--- src/rtl/apb_master_arbiter.sv ---
// Round-robin APB master shared by NUM_REQ requesters.
// Sequences APB SETUP/ACCESS phases, honours PREADY wait states and returns
// read data plus a one-cycle completion pulse to the granted requester.
// Optional feature: define APB_ARB_TIMEOUT_EN to abort ACCESS after TIMEOUT
// consecutive cycles with PREADY low (completion with rsp_err = 1).
module apb_master_arbiter #(
    parameter int unsigned NUM_REQ = 2,
    parameter int unsigned ADDR_W  = 4,
    parameter int unsigned TIMEOUT = 16
) (
    input  logic                      PCLK,
    input  logic                      PRESETn,
    input  logic [NUM_REQ-1:0]        req_valid,
    input  logic [NUM_REQ-1:0]        req_write,
    input  logic [NUM_REQ*ADDR_W-1:0] req_addr,
    input  logic [NUM_REQ*32-1:0]     req_wdata,
    output logic [NUM_REQ-1:0]        req_done,
    output logic [31:0]               rsp_rdata,
    output logic                      rsp_err,
    output logic                      busy,
    output logic [ADDR_W-1:0]         PADDR,
    output logic                      PWRITE,
    output logic                      PSEL,
    output logic                      PENABLE,
    output logic [31:0]               PWDATA,
    input  logic [31:0]               PRDATA,
    input  logic                      PREADY
);

    localparam int unsigned IdxW = (NUM_REQ > 1) ? $clog2(NUM_REQ) : 1;

    typedef enum logic [1:0] {
        StIdle,
        StSetup,
        StAccess
    } state_e;

    state_e              state_q, state_d;
    logic [IdxW-1:0]     ptr_q, ptr_d;
    logic [IdxW-1:0]     grant_q, grant_d;
    logic [ADDR_W-1:0]   paddr_q, paddr_d;
    logic                pwrite_q, pwrite_d;
    logic [31:0]         pwdata_q, pwdata_d;
    logic                psel_q, psel_d;
    logic                penable_q, penable_d;
    logic                busy_q, busy_d;
    logic [NUM_REQ-1:0]  done_q, done_d;
    logic [31:0]         rdata_q, rdata_d;
    logic                err_q, err_d;

    logic [NUM_REQ-1:0]  arb_mask;
    logic                arb_any;
    logic [IdxW-1:0]     arb_idx;
    logic [IdxW-1:0]     cand;
    logic                load;
    logic                abort;

`ifdef APB_ARB_TIMEOUT_EN
    localparam int unsigned CntW = $clog2(TIMEOUT + 1);
    logic [CntW-1:0]     cnt_q, cnt_d;
`endif

    // Round-robin pick: first asserted request at or after the pointer.
    // The request being completed this cycle is masked so it cannot win again.
    always_comb begin
        arb_mask = req_valid;
        if (state_q == StAccess) begin
            arb_mask[grant_q] = 1'b0;
        end
        arb_any = 1'b0;
        arb_idx = '0;
        cand    = '0;
        for (int k = 0; k < NUM_REQ; k++) begin
            cand = IdxW'((32'(ptr_q) + 32'(k)) % NUM_REQ);
            if (!arb_any && arb_mask[cand]) begin
                arb_any = 1'b1;
                arb_idx = cand;
            end
        end
    end

    // Next-state and registered-output logic for the IDLE/SETUP/ACCESS FSM.
    always_comb begin
        state_d  = state_q;
        ptr_d    = ptr_q;
        grant_d  = grant_q;
        paddr_d  = paddr_q;
        pwrite_d = pwrite_q;
        pwdata_d = pwdata_q;
        done_d   = '0;
        rdata_d  = rdata_q;
        err_d    = err_q;
        load     = 1'b0;
        abort    = 1'b0;
`ifdef APB_ARB_TIMEOUT_EN
        cnt_d    = cnt_q;
`endif

        unique case (state_q)
            StIdle: begin
                if (arb_any) begin
                    state_d = StSetup;
                    load    = 1'b1;
                end
            end
            StSetup: begin
                state_d = StAccess;
            end
            StAccess: begin
`ifdef APB_ARB_TIMEOUT_EN
                // Abort on the cycle that would bring the stall count to TIMEOUT.
                abort = !PREADY && (32'(cnt_q) == TIMEOUT - 1);
                if (!PREADY) begin
                    cnt_d = cnt_q + 1'b1;
                end
`endif
                if (PREADY || abort) begin
                    done_d[grant_q] = 1'b1;
                    rdata_d         = (pwrite_q || abort) ? 32'h0 : PRDATA;
                    err_d           = abort;
                    if (arb_any) begin
                        state_d = StSetup;
                        load    = 1'b1;
                    end else begin
                        state_d = StIdle;
                    end
                end
            end
            default: begin
                state_d = StIdle;
            end
        endcase

        // Bus fields only change on entry to SETUP.
        if (load) begin
            grant_d  = arb_idx;
            ptr_d    = (32'(arb_idx) == NUM_REQ - 1) ? '0 : arb_idx + 1'b1;
            paddr_d  = req_addr[32'(arb_idx)*ADDR_W +: ADDR_W];
            pwrite_d = req_write[arb_idx];
            pwdata_d = req_wdata[32'(arb_idx)*32 +: 32];
`ifdef APB_ARB_TIMEOUT_EN
            cnt_d    = '0;
`endif
        end

        psel_d    = (state_d != StIdle);
        penable_d = (state_d == StAccess);
        busy_d    = psel_d;
    end

    // State and output registers; asynchronous reset clears everything.
    always_ff @(posedge PCLK or negedge PRESETn) begin
        if (!PRESETn) begin
            state_q   <= StIdle;
            ptr_q     <= '0;
            grant_q   <= '0;
            paddr_q   <= '0;
            pwrite_q  <= 1'b0;
            pwdata_q  <= '0;
            psel_q    <= 1'b0;
            penable_q <= 1'b0;
            busy_q    <= 1'b0;
            done_q    <= '0;
            rdata_q   <= '0;
            err_q     <= 1'b0;
        end else begin
            state_q   <= state_d;
            ptr_q     <= ptr_d;
            grant_q   <= grant_d;
            paddr_q   <= paddr_d;
            pwrite_q  <= pwrite_d;
            pwdata_q  <= pwdata_d;
            psel_q    <= psel_d;
            penable_q <= penable_d;
            busy_q    <= busy_d;
            done_q    <= done_d;
            rdata_q   <= rdata_d;
            err_q     <= err_d;
        end
    end

`ifdef APB_ARB_TIMEOUT_EN
    // Count consecutive ACCESS cycles with PREADY low.
    always_ff @(posedge PCLK or negedge PRESETn) begin
        if (!PRESETn) begin
            cnt_q <= '0;
        end else begin
            cnt_q <= cnt_d;
        end
    end
`endif

    assign PADDR     = paddr_q;
    assign PWRITE    = pwrite_q;
    assign PWDATA    = pwdata_q;
    assign PSEL      = psel_q;
    assign PENABLE   = penable_q;
    assign busy      = busy_q;
    assign req_done  = done_q;
    assign rsp_rdata = rdata_q;
    assign rsp_err   = err_q;

endmodule
--- config.mk ---
export PLATFORM = sky130hd
export DESIGN_NAME = apb_master_arbiter
export DESIGN_NICKNAME = d
export VERILOG_FILES = /design/src/rtl/apb_master_arbiter.sv
export SDC_FILE = /design/constraint.sdc
export NUM_CORES = 1
export LEC_CHECK = 0
export BUFFER_PORTS_ARGS = -buffer_cell sky130_fd_sc_hd__buf_4
export CORE_ASPECT_RATIO = 1.25
export CORE_MARGIN = 4
export CORE_UTILIZATION = 40
export DETAILED_ROUTE_END_ITERATION = 6
export PLACE_DENSITY = 0.76
export SYNTH_ARGS = -nofsm -noshare
export SYNTH_HDL_FRONTEND = slang
export SYNTH_SLANG_ARGS = --single-unit
--- constraint.sdc ---
create_clock -name PCLK -period 1.9 [get_ports PCLK]
set_input_delay 0.285 -clock PCLK [delete_from_list [all_inputs] [get_ports PCLK]]
set_output_delay 0.285 -clock PCLK [all_outputs]
set_load 0.03 [all_outputs]
==> results.tsv <==
metric	value	unit
htree_levels	3	
n_antenna_cell	0	
drt_iter0_markers	66	
maxCapViolCount	0	
syn_to_final_growth	55.6	%
hold_viol_final	0	
crit_top_cell	mux2_2	
synthesis.area	3420	um2
critPathTopFamily	multiplexers	
grt.total_usage	18.1	%
fmax	536	MHz
hpwl	6760	um
p_int	0.00531	W
final_util	64.3	%
reg2reg_depth	6	
synth_xor_area_share	0	%
place_congestion	0.809	
viasPerCell	4.80	
crit_required	2.14	ns
p_seq_share	30.9	%
p_switching	0.00361	W
drc_errors	0	
synth_edf_count	0	
yosysSeqAreaShare	56.3	%
fp-row-count	37	
cts_root_buffer	clkbuf_8	
finalNonFillerCells	584	
rrSetupSlack	0.03	ns
holdCritPathClass	in -> reg	
async_flop_share	100	%
ios	186	
crit_start	state_q[1]$_DFF_PN0_	
synth_mux_area_share	25.6	%
cts_made_buffers	9	
fin_worst_skew	0.00444	ns
p_leak	2.67	nW
ys_warn_count	0	
core	8290	um2
avgSynthCellArea	11.8	um2
grt_first_pass_wirelength	14700	um
setup_tns	0	ns
vias	2801	
endpoint_kind	flip-flop	
path_max_fanout	7	
netSwitchingFraction	40.5	%
placed_cell_area	4960	um2
globalRoute.totalOverflow	0	
cpPeakStageDelay	0.40	ns
grt_pass1_vias	2985	
synth-main-ff-cell	dfrtp_1	
wl_per_cell	15.8	um
power_density	1670	nW/um2
arrival	2.10	ns
grt_max_degree	67	
die-area	10100	um2
firstDrtPassIters	4	
chipWidth	90.8	um
start_util	41.3	%
crit_slowest_cell	dfrtp_1	
crit_buf_inv	2	
synth_top_family_by_area	multiplexers	
clkLatencyLatePin	0.35	ns
finalSetupViolations	0	
peakVddDrop	0.764	mV
cts_tree	built	
final_common_cell	buf_4	
place_inst	559	
numClockSinks	77	
clock_path_buffers	2	
register_area	1930	um2
path_cells	nor2b_4, o311ai_4, buf_12, clkbuf_16, mux2_2, mux2_2	
finalCritPeriodShare	98.2	%
synth_compound_area_share	6.03	%
finalCriticalPeriod	1.87	ns
drive_above_1_share	60.2	%
layout_common_cells	buf_4, dfrtp_1, mux2_2, nand2_1, o21ai_0	
final_cell_area	5330	um2
slew_violations	0	
synth.distinct_cells	21	
syn_inst	289	
die_y	111	um
cts.clk_slew.worst_paths	0.07	ns
antenna_found_initial	0	
port_buffers	184	
mappedNetlistNets	400	
synth-simple-area-share	8.44	%
cp_num_cells	6	
multi_input_area	1410	um2
worstSetupPathType	reg -> reg	
reg2reg_from	state_q[1]$_DFF_PN0_	
antenna_left	0	
reg2reg_to	PWDATA[24]$_DFFE_PN0P_	
drt-total-wl	9210	um
worstSetupEndpoint	PWDATA[24]$_DFFE_PN0P_	
nFillCells	662	
layout.nets	593	
combPwrFrac	53.5	%
run_status	complete, no violations	
synthAdderAreaFrac	0	%
clockPowerShare	15.6	%
ys_ff_latch	77	
worstSetupStartpointType	flip-flop	
-- synth_stat cells (2+ instances only) --
cell type | instances | area, um2
clkbuf_1 | 10 | 37.5
nand2_1 | 65 | 244
mux2i_1 | 3 | 30.0
mux2_4 | 7 | 105
dfrtp_1 | 77 | 1930
buf_4 | 2 | 15.0
mux2_2 | 66 | 743
nor2_1 | 2 | 7.51
nor2b_1 | 2 | 12.5
o21ai_0 | 34 | 170
buf_2 | 6 | 30.0
inv_1 | 4 | 15.0
buf_6 | 2 | 22.5
a21o_1 | 2 | 15.0
-- timing repair --
item,4_1_cts,5_1_grt
resized for setup,0,5
hold buffers,1,0
endpoints found under the hold margin,36,0
buffers inserted,0,5
endpoints found under the setup margin,0,28
-- power groups by stage --
stage	clock, W	sequential (W)	combinational [W]
global placement	0	0.00275	0.00454
detailed placement	0	0.00278	0.00463
global route	0.00151	0.00285	0.00510
CTS	0.00144	0.00276	0.00463
floorplan	0	0.00405	0.00155
finish	0.00139	0.00275	0.00478
-- final cells by class --
class / instances / area share [%]
repair buffers: 202 / 30.5
clock inverters: 3 / 1.27
clock buffers: 13 / 2.98
flip-flops and latches: 77 / 36.2
inverters: 4 / 0.282
multi-input cells: 188 / 26.5
well taps: 97 / 2.28
-- worst reg2reg max path, stage by stage (launching register included) --
cell       delay [ns]
dfrtp_1          0.40
nor2b_4          0.14
o311ai_4         0.30
buf_12           0.17
clkbuf_16        0.15
mux2_2           0.33
mux2_2           0.26
-- cells by family (layout without fill, tap and decap cells) --
logic type / count (synthesis) / after routing
muxes: 76 / 76
buffers and inverters: 24 / 222
DFF: 77 / 77
other: 1 / 1
AOI/OAI and AO/OA: 38 / 38
and+or+nand+nor: 73 / 73
-- worst min path at each step --
| stage | startpoint | endpoint | slack [ns] | cells after the start |
|---|---|---|---|---|
| 5_1_grt | PRDATA[23] | rsp_rdata[23]$_DFFE_PN0P_ | 0.18 | 3 |
| 4_1_cts | PRDATA[30] | rsp_rdata[30]$_DFFE_PN0P_ | 0.15 | 3 |
| 6_report | PRDATA[30] | rsp_rdata[30]$_DFFE_PN0P_ | 0.18 | 3 |
| 3_5_place_dp | PRESETn | PWDATA[20]$_DFFE_PN0P_ | 0.28 | 1 |
| 2_1_floorplan | PRESETn | PADDR[0]$_DFFE_PN0P_ | -0.01 | 0 |
| 3_3_place_gp | PRESETn | PWDATA[20]$_DFFE_PN0P_ | 0.27 | 1 |
-- layer usage --
layer  vias up  global-route usage, %  routed length (um)
met2       151                   28.6                4330
li1       1353                      -                   -
met1      1285                   21.9                3770
met5         -                      0                   0
met4         0                   8.89                 189
met3        12                   6.49                 915
-- registers in the layout, summed over array words and instances, names as in the netlist --
register	cells
PENABLE	1
state_q	2
PWRITE	1
rsp_rdata	32
grant_q	1
PWDATA	32
ptr_q	1
PADDR	4
busy	1
req_done	2
-- through the flow --
step / hold slack, ns / total power, W / worst slack, ns
after floorplan: -0.0106 / 0.00560 / 0.112
after global placement: 0.274 / 0.00728 / 0.110
after detailed placement: 0.283 / 0.00741 / 0.0730
after CTS: 0.155 / 0.00882 / 0.0378
after global routing: 0.180 / 0.00946 / -0.0183
final: 0.183 / 0.00892 / 0.0346
Power figures use the tool's default switching activity.
